### config.mk
export PLATFORM = sky130hd
export DESIGN_NAME = ds_cic_decim
export DESIGN_NICKNAME = d
export VERILOG_FILES = /design/src/rtl/ds_pkg.sv /design/src/rtl/ds_cic_comb.sv /design/src/rtl/ds_cic_decim.sv
export SDC_FILE = /design/constraint.sdc
export NUM_CORES = 1
export LEC_CHECK = 0
export CAP_MARGIN = 10
export CORE_ASPECT_RATIO = 0.6
export CORE_MARGIN = 5
export CORE_UTILIZATION = 64
export DETAILED_ROUTE_END_ITERATION = 10
export PLACE_DENSITY = 0.82
export SETUP_SLACK_MARGIN = 0.1
export SLEW_MARGIN = 20
export SYNTH_ARGS = -nofsm -noshare
export SYNTH_HDL_FRONTEND = slang
export SYNTH_SLANG_ARGS = --single-unit
### constraint.sdc
create_clock -name clk -period 3.5 [get_ports clk]
set_clock_uncertainty 0.05 [all_clocks]
set_input_delay 0.7 -clock clk [delete_from_list [all_inputs] [get_ports clk]]
set_output_delay 0.7 -clock clk [all_outputs]
set_load 0.02 [all_outputs]
### src/rtl/ds_pkg.sv
// Shared delta-sigma package.
// Holds the default modulator/decimator sizing, the +1/-1 values that a
// modulator bit stands for, and the CIC accumulator width rule.
package ds_pkg;

  localparam int DEF_ORDER = 3;
  localparam int DEF_OSR   = 64;

  localparam int BIT_POS = 1;
  localparam int BIT_NEG = -1;

  // Width that holds +/-OSR^ORDER as a signed value.
  function automatic int cic_width(input int order, input int osr);
    return order * $clog2(osr) + 2;
  endfunction

endpackage

### src/rtl/ds_cic_comb.sv
// One CIC comb (differentiator) stage.
// Ports:
//   clk, rst_n (async active-low), clr (sync clear)
//   x / in_valid   : input sample and its strobe
//   y / out_valid  : registered difference x - z and its strobe
// The delay register z only advances on in_valid, so the stage differences
// consecutive decimated samples rather than consecutive clocks.
module ds_cic_comb
  import ds_pkg::*;
#(
  parameter int OW = cic_width(DEF_ORDER, DEF_OSR)
) (
  input  logic          clk,
  input  logic          rst_n,
  input  logic          clr,
  input  logic [OW-1:0] x,
  input  logic          in_valid,
  output logic [OW-1:0] y,
  output logic          out_valid
);

  logic [OW-1:0] z;

  always_ff @(posedge clk or negedge rst_n) begin
    if (!rst_n) begin
      z         <= '0;
      y         <= '0;
      out_valid <= 1'b0;
    end else if (clr) begin
      z         <= '0;
      y         <= '0;
      out_valid <= 1'b0;
    end else begin
      out_valid <= in_valid;
      if (in_valid) begin
        y <= x - z;
        z <= x;
      end
    end
  end

endmodule

### src/rtl/ds_cic_decim.sv
// Sinc^N (CIC) decimator for the delta-sigma 1-bit stream.
// Ports:
//   clk, rst_n (async active-low), clr (sync clear, highest priority)
//   bs_valid / bs_in : modulator bit strobe and value (1 -> +1, 0 -> -1)
//   dout             : signed decimated PCM word (OW bits)
//   dout_valid / dout_ready : output handshake
//   ovr              : sticky, a result was dropped while dout was occupied
// Pipeline: integrators (bit rate) -> sample register (tick) -> ORDER combs
// -> output register.  All arithmetic is OW-bit modular.
module ds_cic_decim
  import ds_pkg::*;
#(
  parameter int ORDER = DEF_ORDER,
  parameter int OSR   = DEF_OSR,
  parameter int OW    = cic_width(ORDER, OSR)
) (
  input  logic                 clk,
  input  logic                 rst_n,
  input  logic                 clr,
  input  logic                 bs_valid,
  input  logic                 bs_in,
  output logic signed [OW-1:0] dout,
  output logic                 dout_valid,
  input  logic                 dout_ready,
  output logic                 ovr
);

  localparam int CW = $clog2(OSR);
  localparam logic [CW-1:0] PH_LAST  = CW'(OSR - 1);
  localparam logic [OW-1:0] STEP_POS = OW'(BIT_POS);
  localparam logic [OW-1:0] STEP_NEG = OW'(BIT_NEG);

  logic [OW-1:0]          integ [ORDER];
  logic [CW-1:0]          phase;
  logic                   tick;
  logic [OW-1:0]          samp;
  logic                   samp_valid;
  logic [ORDER:0][OW-1:0] cx;
  logic [ORDER:0]         cv;

  // Integrator cascade: every stage reads the pre-update value of the one
  // before it, so stage k lags the ideal running sum by k-1 bits.
  always_ff @(posedge clk or negedge rst_n) begin
    if (!rst_n) begin
      for (int unsigned k = 0; k < ORDER; k++) integ[k] <= '0;
    end else if (clr) begin
      for (int unsigned k = 0; k < ORDER; k++) integ[k] <= '0;
    end else if (bs_valid) begin
      integ[0] <= integ[0] + (bs_in ? STEP_POS : STEP_NEG);
      for (int unsigned k = 1; k < ORDER; k++) integ[k] <= integ[k] + integ[k-1];
    end
  end

  // Phase counter and decimation tick; tick is registered so the sample
  // register sees the integrators after the OSR-th bit has been added.
  always_ff @(posedge clk or negedge rst_n) begin
    if (!rst_n) begin
      phase      <= '0;
      tick       <= 1'b0;
      samp       <= '0;
      samp_valid <= 1'b0;
    end else if (clr) begin
      phase      <= '0;
      tick       <= 1'b0;
      samp       <= '0;
      samp_valid <= 1'b0;
    end else begin
      tick       <= bs_valid && (phase == PH_LAST);
      samp_valid <= tick;
      if (tick) samp <= integ[ORDER-1];
      if (bs_valid) phase <= (phase == PH_LAST) ? '0 : phase + CW'(1);
    end
  end

  assign cx[0] = samp;
  assign cv[0] = samp_valid;

  for (genvar k = 0; k < ORDER; k++) begin : g_comb
    ds_cic_comb #(.OW(OW)) u_comb (
      .clk       (clk),
      .rst_n     (rst_n),
      .clr       (clr),
      .x         (cx[k]),
      .in_valid  (cv[k]),
      .y         (cx[k+1]),
      .out_valid (cv[k+1])
    );
  end

  // Output register: a consumed slot may be refilled in the same cycle;
  // a result arriving at an occupied, unconsumed slot is dropped.
  always_ff @(posedge clk or negedge rst_n) begin
    if (!rst_n) begin
      dout       <= '0;
      dout_valid <= 1'b0;
      ovr        <= 1'b0;
    end else if (clr) begin
      dout       <= '0;
      dout_valid <= 1'b0;
      ovr        <= 1'b0;
    end else if (cv[ORDER]) begin
      if (!dout_valid || dout_ready) begin
        dout       <= $signed(cx[ORDER]);
        dout_valid <= 1'b1;
      end else begin
        ovr <= 1'b1;
      end
    end else if (dout_valid && dout_ready) begin
      dout_valid <= 1'b0;
    end
  end

endmodule

Yosys cells after proc, flatten, opt, wreduce, memory -nomap -nowiden:

Index checks and enable logic that the tools add are counted.

* add/sub/neg operators: 7
* multiply operators: 0
* divide/modulo/power cells: 0
* magnitude comparators: 0
* equality and inequality tests: 3
* shifts and indexed selects: 0
* multiplexer cells: 35
* bitwise logic cells: 0
* reduce and logical (&&, ||, !) cells: 15

Operators by type and width (count)
* two-way mux 20 bit: 18
* two-way mux 60 bit: 2
* adder 20 bit: 3
* subtractor 20 bit: 3
* two-way mux 6 bit: 3
* nonzero test 2 bit: 7
* two-way mux 1 bit: 12
* adder 6 x 1 -> 6 bit (second input constant): 1
* == test 6 bit (second input constant): 1
* AND reduction 2 bit: 3
* != test 3 bit (second input constant): 1
* nonzero test 3 bit: 1
* logical AND 1 bit: 2
* != test 2 bit (second input constant): 1
* logical NOT 1 bit: 1
* logical OR 1 bit: 1

* register bits: 233
* bits in latches: 0
* memory bits (writable): 0
* bits in read-only memories: 0
* input port bits: 6
* output and inout port bits: 22
* word-level logic and storage cells: 79
* memories: 0

Logic depth before layout (Yosys ltp):

Gate-level depths: netlist of run 1.

* depth after elaboration: 5
* gate-level depth with buffers: 12
* depth with buffers taken out: 12

By module:

From an unflattened synthesis of run 1, not the netlist that was laid out.

* cell total of the unflattened synthesis: 1692
* area, all modules: 15447.3 µm²

Modules (own cells, without submodules)
* ds_cic_comb: times used 3, cells an instance 299, area an instance 2698.8 µm², seq. area each 1026.0 µm²
* ds_cic_decim: times used 1, cells an instance 795, area an instance 7350.8 µm², seq. area each 2752.6 µm²

Worst setup path before layout of run 1:

Ideal clock, no wire load.

* path type: input-to-reg
* from: in bs_in
* to: reg integ[56] (netlist name)
* library setup time: 0.126 ns
* arrival: 2.829 ns
* data required time: 3.324 ns
* path slack: 0.495 ns
* cell stages on the path: 10
* path buffers: 0
* path through: inv_1 -> ha_1 -> a21o_1 -> and2_1 -> or2_0 -> a211oi_2 -> o21ai_1 -> a21oi_1 -> nor2_1 -> a311o_1

* longest elaborated chain between the ends: 4

Ends and longest elaborated chain
* start, declared: line ds_cic_decim.sv:21 `input logic bs_in,`
* two-way mux 20 bit: line ds_cic_decim.sv:49 `integ[0] <= integ[0] + (bs_in ? STEP_POS : STEP_NEG);`
* adder 20 bit: line ds_cic_decim.sv:49
* two-way mux 60 bit: line ds_cic_decim.sv:48 `end else if (bs_valid) begin`
* two-way mux 60 bit: line ds_cic_decim.sv:46 `end else if (clr) begin`
* end, declared: line ds_cic_decim.sv:33 `logic [OW-1:0] integ [ORDER];`

Every way passes these cells. The select of a mux whose other input is x is not followed.
A chain may end at the register's enable or synchronous reset.

Worst setup path after layout of run 1:

* from: reg g_comb[0].u_comb.y[0]
* to: reg g_comb[1].u_comb.y[18]

* longest elaborated chain between the ends: 3

Ends and longest elaborated chain
* start, declared: line ds_cic_comb.sv:18 `output logic [OW-1:0] y,`
* start signal, assigned: line ds_cic_comb.sv:36 `y <= x - z;`
* subtractor 20 bit: line ds_cic_comb.sv:36
* two-way mux 20 bit: line ds_cic_comb.sv:35 `if (in_valid) begin`
* two-way mux 20 bit: line ds_cic_comb.sv:29 `end else if (clr) begin`
* end signal, assigned: line ds_cic_comb.sv:36
* end, declared: line ds_cic_comb.sv:18

Every way passes these cells. The select of a mux whose other input is x is not followed.

==> impl_metrics.env, run 1 <==
export IMPL_outcome="finished clean"
export IMPL_post_route_period_util_pct=88.0
export IMPL_slew_headroom_pct=46.5
export IMPL_drt_iter0_markers=1335
export IMPL_routedWlPerCell_um=18.3
export IMPL_yosysMostFrequentCell="nor2_1"
export IMPL_synth_distinct_cells=76
export IMPL_crit_top_cell="inv_1"
export IMPL_finalSetupViolations=0
export IMPL_leakagePower_nw=7.28
export IMPL_syn_area_mm2=0.0148
export IMPL_cpPeakStageDelay_ns=0.42
export IMPL_vias=11857
export IMPL_cts_buffers=23
export IMPL_die_area_mm2=0.0264
export IMPL_synth_ff_type="dfrtp_1"
export IMPL_synth_xor_area_share_pct=4.74
export IMPL_grt_pass1_wl_mm=58.4
export IMPL_ys_ff_latch=233
export IMPL_arrival_ns=3.41
export IMPL_coreArea_mm2=0.0229
export IMPL_fp_row_count=43
export IMPL_synth_nets=1708
export IMPL_cts_resized=0
export IMPL_switchingPower_mw=1.78
export IMPL_fmax_mhz=325
export IMPL_vdd_ir_drop_max_uv=287
export IMPL_synth_top_family_by_area="compound AO/OA/AOI/OAI gates"
export IMPL_critPathMaxFanout=3
export IMPL_seqPwrFrac_pct=44.8
export IMPL_yosysTopAreaCellShare_pct=39.4
export IMPL_place_ws_ns=-0.0418
export IMPL_grtUsageTotal_pct=26.9
export IMPL_clock_sinks=233
export IMPL_final_util_pct=70.7
export IMPL_post_dp_cell_area_mm2=0.0154
export IMPL_rsz0062_at_grt="no"
export IMPL_grt_max_degree=135
export IMPL_synth_cells=1582
export IMPL_clock_latency_ns=0.53
export IMPL_antenna_cells=0
export IMPL_switching_share_pct=27.7
export IMPL_antenna_found_initial=0
export IMPL_io_pins=28
export IMPL_die_h_um=128
export IMPL_ys_warn_count=0
export IMPL_crit_type="reg2reg"
export IMPL_h_tree_depth=1
export IMPL_cts_tree="built"
export IMPL_crit_path_top_delay_cell="fa_1"
export IMPL_worst_r2r_setup_slack_ns=0.42
export IMPL_wl_mm=35.1
export IMPL_cp_required_ns=3.83
export IMPL_cp_end_kind="flop"
export IMPL_post_cts_buffers=0
export IMPL_drc_errors=0
export IMPL_start_util_pct=64.5
export IMPL_netlist_top_cells_count="nor2_1, dfrtp_1, mux2i_1"
export IMPL_path_depth=12
export IMPL_combinationalPowerShare_pct=15.8
export IMPL_worst_pin_slew_ns=0.799
export IMPL_fill_cells=1695
export IMPL_p_clk_share_pct=39.5
export IMPL_synth_compound_area_share_pct=18.1
export IMPL_clk_path_buf_depth=3
export IMPL_holdWs_ns=0.164
export IMPL_avgSynthCellArea_um2=9.35
export IMPL_synthArstFlopShare_pct=100
export IMPL_final_area_mm2=0.0162
export IMPL_slew_violations=0
export IMPL_yosys_area_share_simple_pct=14.3
export IMPL_detail_route_antenna_nets=0
export IMPL_critPathBufInv=2
export IMPL_dr_pass1_iters=6
export IMPL_fp_dieW_um=206
export IMPL_synth_edff_count=0
export IMPL_p_int_mw=4.65
export IMPL_place_gp_congestion=0.964
export IMPL_setup_ws_ns=0.420
export IMPL_synthMuxAreaShare_pct=8.87
export IMPL_p_per_area_mw_per_mm2=397
export IMPL_root_buffer="clkbuf_16"
export IMPL_yosys_area_share_adder_pct=10.5
export IMPL_yosysTopAreaCell="dfrtp_1"
export IMPL_hold_viol=0
export IMPL_grt_pass1_vias=11122
export IMPL_port_buffers=27
export IMPL_area_growth_pct=9.54
export IMPL_dp_hpwl_mm=24.8
export IMPL_fin_nets=1716
export IMPL_gr_total_overflow=0
export IMPL_ctsHoldBuffers=0
export IMPL_drv_cap=0
export IMPL_path_clk_slew_ns=0.07
export IMPL_synth_area_leaders="dfrtp_1, ha_1, mux2i_1, nor2_1, a21oi_1"
export IMPL_critPathLaunchType="flop"
export IMPL_post_route_min_period_ns=3.08
export IMPL_synth_seq_area_share_pct=39.4
export IMPL_drive_above_1_share_pct=5.98
export IMPL_crit_chain="inv_1, ha_1, inv_1, fa_1, a211oi_1, o21bai_1, and4_1, o21ai_0, a21oi_1, a221o_1, nand3_1, o221ai_1"
export IMPL_viasPerCell=6.18
export IMPL_cp_top_family="compound AO/OA/AOI/OAI gates"
export IMPL_rr_worst_depth=12
export IMPL_hp_class="in2async"
worst paths after layout:
kind / to / start
max: g_comb[1].u_comb.y[18]$_DFFE_PN0P_ / g_comb[0].u_comb.y[0]$_DFFE_PN0P_
min: g_comb[1].u_comb.z[4]$_DFFE_PN0P_ / rst_n
max reg2reg: g_comb[1].u_comb.y[18]$_DFFE_PN0P_ / g_comb[0].u_comb.y[0]$_DFFE_PN0P_
min reg2reg: dout[19]$_DFFE_PN0P_ / g_comb[2].u_comb.y[19]$_DFFE_PN0P_
max in group asynchronous: g_comb[0].u_comb.z[17]$_DFFE_PN0P_ / rst_n
min in group clk: dout[19]$_DFFE_PN0P_ / g_comb[2].u_comb.y[19]$_DFFE_PN0P_
final cells by class:
cell class	instances	area (um^2)	share of cell area [%]
inverters	92	345	2.13
multi-input cells	1189	8360	51.6
flip-flops and latches	233	5840	36.0
well taps	315	394	2.43
clock inverters	7	68.8	0.425
clock buffers	33	703	4.34
repair buffers	51	502	3.10
power by group through the flow:
stage	combinational (mW)	sequential, mW	clock [mW]
global placement	0.967	2.92	0
detailed placement	0.992	2.92	0
finish	1.01	2.88	2.54
CTS	1.00	2.87	2.57
global route	1.12	2.89	2.69
floorplan	0.739	2.88	0
registers in the layout, indices dropped and copies added (netlist names):
signal,cells
dout,20
dout_valid,1
g_comb.u_comb.out_valid,3
g_comb.u_comb.y,60
g_comb.u_comb.z,60
integ,60
ovr,1
phase,6
samp,20
samp_valid,1
tick,1
routing by layer:
metal  vias up  routed length [um]  track usage, %
li1       5660                   -               -
met1      5729               17800            45.6
met2       432               13900            35.9
met3        36                2910            4.98
met4         0                 454            4.18
met5         -                   0               0
worst register-to-register path: cells and delay by family (launching register included):
family,cells,cell delay [ns]
AO/OA/AOI/OAI,6,1.48
flip-flops,1,0.40
buffers and inverters,2,0.11
adder cells (fa/ha/maj),2,0.57
AND/OR/NAND/NOR,2,0.31
cells by family after synthesis:
kind of cell / count (synthesis)
xor gates and xnor gates: 80
buffers and inverters: 160
AOI/OAI and AO/OA: 392
adders and majority gates: 120
DFF: 233
and+or+nand+nor: 466
muxes: 131
stage by stage:
step	TNS [ns]	power, mW	std cells
floorplan	0	3.62	1582
finish	0	6.43	1920
CTS	0	6.45	1920
global placement	0	3.89	1880
global route	0	6.70	1920
detailed placement	-0.0533	3.92	1880
layout by cell type, fill, tap and decap left out, types with 10 or more instances in the layout:
cell | Yosys | layout
nand4_1 | 12 | 12
nor2b_1 | 19 | 19
and3_1 | 14 | 14
nand2_1 | 67 | 67
a21o_1 | 30 | 30
a211oi_1 | 38 | 38
dfrtp_1 | 233 | 229
o21bai_1 | 10 | 10
o21ai_0 | 62 | 62
nand3_1 | 23 | 23
xnor2_1 | 54 | 54
xor2_1 | 26 | 26
nand2b_1 | 15 | 15
nor2_1 | 250 | 250
a21oi_1 | 99 | 99
inv_1 | 91 | 91
a22o_1 | 22 | 22
a31oi_1 | 14 | 14
ha_1 | 114 | 114
nor3_1 | 26 | 26
buf_4 | 0 | 20
o21a_1 | 22 | 22
clkdlybuf4s50_1 | 0 | 24
mux2i_1 | 130 | 130
clkbuf_16 | 0 | 23
(Power assumes the default switching activity.)
==> run 2: changes to the inputs <==
CORE_UTILIZATION = 55   (was 64)
PLACE_DENSITY = 0.72   (was 0.82)
SYNTH_HIERARCHICAL = 1   (was default)
==> run 2 against run 1 <==
Effect of this change:
- synthesized cell count up 7.0%
- first-iteration DRC count down 3.5%
- utilization down 9.3 points
- sequential share of layout area down 1.6 points
- final cell count up 8.8%
- maximum frequency up 3.1%
- routed wire length up 12%
- sequential power about the same
- worst setup slack better by 0.094 ns
- die area up 20%
- combinational power about the same
- clock power up 6%
==> impl_metrics.env, run 2 <==
export IMPL_h_tree_depth=1
export IMPL_drv_cap=0
export IMPL_stdcell_count=2088
export IMPL_yosysTopAreaCellShare_pct=37.7
export IMPL_rsz0062_at_grt="no"
export IMPL_path_clk_slew_ns=0.07
export IMPL_fp_dieW_um=226
export IMPL_worst_pin_slew_ns=0.817
export IMPL_post_route_period_util_pct=85.3
export IMPL_clock_latency_ns=0.53
export IMPL_netlist_top_cells_count="dfrtp_1, nor2_1, nand2_1"
export IMPL_fp_row_count=47
export IMPL_regArea_mm2=0.00584
export IMPL_post_route_min_period_ns=2.99
export IMPL_grt_pass1_vias=11692
export IMPL_fill_cells=2374
export IMPL_final_area_mm2=0.0170
export IMPL_die_h_um=140
export IMPL_post_dp_cell_area_mm2=0.0162
export IMPL_crit_top_cell="o211ai_1"
export IMPL_switching_share_pct=28.3
export IMPL_clk_path_buf_depth=3
export IMPL_cpPeakStageDelay_ns=0.42
export IMPL_tns_ns=0
export IMPL_drc_errors=0
export IMPL_synth_edff_count=0
export IMPL_hold_viol=0
export IMPL_holdWs_ns=0.0898
export IMPL_dp_hpwl_mm=28.7
export IMPL_reg_top3="g_comb.u_comb/y: 60 flops, g_comb.u_comb/z: 60 flops, integ: 60 flops"
export IMPL_yosysMostFrequentCell="dfrtp_1"
export IMPL_area_growth_pct=9.86
export IMPL_synth_ff_type="dfrtp_1"
export IMPL_slew_violations=0
export IMPL_port_buffers=27
export IMPL_yosysTopAreaCell="dfrtp_1"
export IMPL_p_clk_share_pct=40.6
export IMPL_synth_cells=1692
export IMPL_antenna_found_initial=0
export IMPL_synthArstFlopShare_pct=100
export IMPL_ctsHoldBuffers=0
export IMPL_cp_required_ns=3.90
export IMPL_grtUsageTotal_pct=24.4
export IMPL_synth_nets=1818
export IMPL_viasPerCell=6.20
export IMPL_coreArea_mm2=0.0276
export IMPL_ys_warn_count=6
export IMPL_vias=12956
export IMPL_die_area_mm2=0.0316
export IMPL_cts_resized=0
export IMPL_mostFrequentLayoutCell="dfrtp_1"
export IMPL_synth_distinct_cells=73
export IMPL_slew_headroom_pct=45.3
export IMPL_crit_chain="clkdlybuf4s50_1, inv_1, ha_1, a211oi_1, nor2_1, o21ai_0, o211ai_1, a211o_1, o211ai_1"
export IMPL_outcome="finished clean"
export IMPL_critPathMaxFanout=7
export IMPL_critPathLaunchType="input port"
export IMPL_antenna_cells=0
export IMPL_place_gp_congestion=0.930
export IMPL_final_cell_mix="dfrtp_1, nor2_1, nand2_1"
export IMPL_p_int_mw=4.73
export IMPL_dr_pass1_iters=5
export IMPL_fin_nets=1830
export IMPL_dp_cells=2046
export IMPL_crit_type="in2reg"
export IMPL_clock_sinks=233
export IMPL_arrival_ns=3.39
export IMPL_start_util_pct=55.9
export IMPL_final_util_pct=61.4
export IMPL_routedWlPerCell_um=18.8
export IMPL_switchingPower_mw=1.86
export IMPL_finalSetupViolations=0
export IMPL_vdd_ir_drop_max_uv=320
export IMPL_io_pins=28
export IMPL_post_cts_buffers=0
export IMPL_root_buffer="clkbuf_16"
export IMPL_wl_mm=39.2
export IMPL_crit_path_top_delay_cell="clkdlybuf4s50_1"
export IMPL_multi_input_area_mm2=0.00899
export IMPL_detail_route_antenna_nets=0
export IMPL_synth_area_leaders="dfrtp_1, ha_1, mux2i_1, nor2_1, a21oi_1"
export IMPL_hp_class="in2async"
export IMPL_drive_above_1_share_pct=6.57
export IMPL_fmax_mhz=335
export IMPL_drt_iter0_markers=1288
export IMPL_p_per_area_mw_per_mm2=388
export IMPL_syn_area_mm2=0.0154
export IMPL_cts_buffers=23
export IMPL_grt_pass1_wl_mm=63.9
export IMPL_grt_max_degree=91
export IMPL_seqPwrFrac_pct=43.7
export IMPL_cp_end_kind="flop"
export IMPL_synth_seq_area_share_pct=37.7
export IMPL_combinationalPowerShare_pct=15.7
export IMPL_leakagePower_nw=7.83
export IMPL_avgSynthCellArea_um2=9.13
export IMPL_gr_total_overflow=0
export IMPL_ys_ff_latch=233
export IMPL_cts_tree="built"
==> run 2: cell types whose count changed in the layout (fill, tap and decap cells not counted), sizes merged, moves of 11 or more <==
cell    previous run  this run
a21o              31        47
nand2             67       132
a32o               1        15
nor2             250       204
or3                4        26
nand3             23        41
mux2i            130       109
o21ai             71        82
o211ai            10        29
nand3b             2        14
xnor2             54        17
==> run 2: routing by layer <==
layer | wire, um | global-route usage, % | share of wire, %
met3 | 3170 | 5.16 | 8.1
met2 | 14200 | 29.2 | 36
met1 | 21400 | 43.7 | 55
met5 | 0 | 0 | 0
met4 | 415 | 3.35 | 1.1
==> run 2: final timing paths <==
kind / cells after the start / endpoint / startpoint / slack, ns
min in group clk: 1 / dout[0]$_DFFE_PN0P_ / g_comb[2].u_comb/y[0]$_DFFE_PN0P_ / 0.44
max in group asynchronous: 2 / dout[10]$_DFFE_PN0P_ / rst_n / 2.33
max: 9 / integ[57]$_DFFE_PN0P_ / bs_in / 0.51
max reg2reg: 7 / integ[17]$_DFFE_PN0P_ / integ[1]$_DFFE_PN0P_ / 0.59
min: 1 / g_comb[1].u_comb/z[9]$_DFFE_PN0P_ / rst_n / 0.09
min reg2reg: 1 / dout[0]$_DFFE_PN0P_ / g_comb[2].u_comb/y[0]$_DFFE_PN0P_ / 0.44
==> run 2: kinds of logic (layout without fill, tap and decap cells) <==
kind of cell | count (synthesis) | after routing | share of synthesized area [%]
AOI/OAI and AO/OA | 472 | 472 | 21.7
xor gates and xnor gates | 42 | 42 | 2.38
adders and majority gates | 120 | 120 | 10.0
buffers and inverters | 162 | 191 | 4.07
DFF | 233 | 233 | 37.7
muxes | 110 | 110 | 7.14
and+or+nand+nor | 553 | 553 | 16.9
==> run 2: cell type report <==
| type | instances | area share (%) |
|---|---|---|
| Inverter | 94 | 2.08 |
| Multi-Input combinational cell | 1297 | 53.0 |
| Clock buffer | 30 | 3.84 |
| Clock inverter | 12 | 0.922 |
| Timing Repair Buffer | 55 | 3.06 |
| Sequential cell | 233 | 34.4 |
| Tap cell | 367 | 2.71 |
==> run 2: power by group through the flow <==
stage          Clock, mW  Sequential [mW]  Combinational [mW]
2_1_floorplan          0             2.89               0.738
6_report            2.68             2.88                1.03
5_1_grt             2.85             2.89                1.17
3_5_place_dp           0             2.93                1.01
4_1_cts             2.73             2.88                1.02
3_3_place_gp           0             2.93               0.988
==> run 2: worst max-delay path: cells and delay by family <==
| kind | cells | cell delay, ns |
|---|---|---|
| fa+ha+maj | 1 | 0.32 |
| simple gates | 1 | 0.15 |
| compound gates | 5 | 1.46 |
| buf+inv | 2 | 0.75 |
==> run 2: through the flow <==
stage,setup slack (ns),total power [mW]
after CTS,0.573,6.63
after global routing,0.290,6.91
final,0.514,6.59
after detailed placement,0.0331,3.94
after global placement,0.102,3.92
after floorplan,0.628,3.63
==> run 3: changes to the inputs <==
GPL_TIMING_DRIVEN = 0   (was default)
PLACE_DENSITY = 0.76   (was 0.72)
==> run 3 against run 2 <==
Effect of this change:
- clock-buffer cell count increased by 1
- first-iteration DRC count grew 9.6%
- hold slack worse by 0.022 ns
- sequential share of layout area is 0.31 points lower
- design area increased by 0.83%
- maximum frequency is 6.2% lower
- final cell count grew 2.2%
- flip-flop and latch count unchanged
- sequential power barely moved
- critical path depth fell by 3
- largest cell class unchanged
- largest power group unchanged
- highest routed layer unchanged
==> impl_metrics.env, run 3 (synthesized netlist as in run 2, its figures left out) <==
export IMPL_dr_pass1_iters=8
export IMPL_clk_path_buf_depth=3
export IMPL_reg_top3="g_comb.u_comb/y: 60 flops, g_comb.u_comb/z: 60 flops, integ: 60 flops"
export IMPL_drc_errors=0
export IMPL_grtUsageTotal_pct=26.1
export IMPL_dp_hpwl_mm=31.9
export IMPL_p_per_area_mw_per_mm2=393
export IMPL_worst_r2r_setup_slack_ns=0.32
export IMPL_p_total_mw=6.73
export IMPL_r2r_start="integ[0]$_DFFE_PN0P_"
export IMPL_switching_share_pct=28.2
export IMPL_p_int_mw=4.83
export IMPL_grt_pass1_wl_mm=66.8
export IMPL_vias=13325
export IMPL_post_route_period_util_pct=90.9
export IMPL_drv_cap=0
export IMPL_routedWlPerCell_um=19.8
export IMPL_vdd_ir_drop_max_uv=399
export IMPL_post_route_min_period_ns=3.18
export IMPL_rsz0062_at_grt="no"
export IMPL_top_layer="met4"
export IMPL_setup_ws_ns=0.318
export IMPL_die_h_um=140
export IMPL_wl_mm=42.3
export IMPL_grt_max_degree=92
export IMPL_critPathMaxFanout=10
export IMPL_antenna_cells=0
export IMPL_hp_class="in2async"
export IMPL_path_clk_slew_ns=0.07
export IMPL_fp_dieW_um=226
export IMPL_fill_cells=2334
export IMPL_root_buffer="clkbuf_16"
export IMPL_wl_met2_mm=15.0
export IMPL_h_tree_depth=1
export IMPL_place_ws_ns=-0.865
export IMPL_grt_pass1_vias=11871
export IMPL_fmax_mhz=314
export IMPL_io_pins=28
export IMPL_antenna_found_initial=0
export IMPL_multi_input_area_mm2=0.00899
export IMPL_coreArea_mm2=0.0276
export IMPL_area_growth_pct=10.8
export IMPL_outcome="finished clean"
export IMPL_drt_iter0_markers=1412
export IMPL_fp_row_count=47
export IMPL_rr_worst_depth=9
export IMPL_hold_viol=0
export IMPL_die_area_mm2=0.0316
export IMPL_clock_sinks=233
export IMPL_mostFrequentLayoutCell="dfrtp_1"
export IMPL_cts_tree="built"
export IMPL_viasPerCell=6.25
export IMPL_finalSetupViolations=0
export IMPL_seqPwrFrac_pct=42.7
export IMPL_place_gp_congestion=0.938
export IMPL_start_util_pct=55.9
export IMPL_detail_route_antenna_nets=0
export IMPL_gr_total_overflow=0
export IMPL_cts_buffers=24
export IMPL_regArea_mm2=0.00583
export IMPL_worst_pin_slew_ns=1.21
export IMPL_r2r_end="integ[18]$_DFFE_PN0P_"
export IMPL_arrival_ns=3.60
export IMPL_crit_type="in2reg"
export IMPL_switchingPower_mw=1.90
export IMPL_final_cell_mix="dfrtp_1, nor2_1, nand2_1"
export IMPL_leakagePower_nw=7.88
export IMPL_slew_violations=0
export IMPL_drive_above_1_share_pct=5.89
export IMPL_p_clk_share_pct=41.8
export IMPL_slew_headroom_pct=18.9
export IMPL_final_util_pct=61.9
export IMPL_dr_wl_met3_mm=5.18
export IMPL_holdWs_ns=0.0675
export IMPL_fin_nets=1875
export IMPL_ctsHoldBuffers=0
export IMPL_cp_required_ns=3.92
export IMPL_combinationalPowerShare_pct=15.5
export IMPL_cp_end_kind="flop"
export IMPL_port_buffers=27
export IMPL_critPathLaunchType="input port"
export IMPL_clock_latency_ns=0.55
export IMPL_wl_met1_mm=21.7
run 3: worst max path at each step:
stage,startpoint,to,slack (ns),depth (start not counted)
final,clr,integ[36]$_DFFE_PN0P_,0.32,6
after global routing,integ[0]$_DFFE_PN0P_,integ[18]$_DFFE_PN0P_,0.27,9
after CTS,clr,integ[44]$_DFFE_PN0P_,0.17,6
after detailed placement,bs_in,integ[59]$_DFFE_PN0P_,-0.86,9
after global placement,rst_n,dout[16]$_DFFE_PN0P_,-8.36,1
after floorplan,bs_in,integ[55]$_DFFE_PN0P_,0.63,7
run 3: critical path: stages:
cell and delay (ns):
clkdlybuf4s50_1 0.66, clkbuf_1 0.34, nor2_1 0.98, clkbuf_1 0.67, nand2_1 0.13, o211ai_1 0.11
run 3: per-stage QoR:
stage,setup TNS (ns),instances,area (um^2)
5_1_grt,0,2133,17100
4_1_cts,0,2133,17100
2_1_floorplan,0,1692,15400
3_3_place_gp,-1964.31,2086,16200
6_report,0,2133,17100
3_5_place_dp,-26.01,2088,16200
run 3: power groups by stage:
stage | clock network [mW] | logic (mW) | registers (mW)
floorplan | 0 | 0.738 | 2.89
global placement | 0 | 0.972 | 2.92
detailed placement | 0 | 1.01 | 2.92
CTS | 2.86 | 1.02 | 2.87
global route | 2.95 | 1.16 | 2.88
finish | 2.81 | 1.04 | 2.87
run 3: area by class of cell:
| cell class | instances | share of cell area, % |
|---|---|---|
| sequential | 233 | 34.1 |
| clock inverter | 12 | 1.02 |
| timing repair inverter | 1 | 0.0439 |
| inverter | 94 | 2.08 |
| multi-input combinational | 1297 | 52.6 |
| tap | 367 | 2.68 |
| clock buffer | 31 | 3.96 |
| timing repair buffer | 30 | 1.95 |
| buffer | 68 | 1.63 |
run 3: repair_timing:
action | CTS | global route
pin swaps | 0 | 0
gates cloned | 1 | 0
endpoints found under the setup margin | 19 | 7
endpoints found under the hold margin | 0 | 0
gates resized for setup | 5 | 5
setup buffers | 1 | 0
run 3: layer usage:
metal  up-vias  track usage, %
li1       6300               -
met3        41            8.71
met1      6412            45.1
met2       572            30.8
met4         0            3.54
met5         -               0
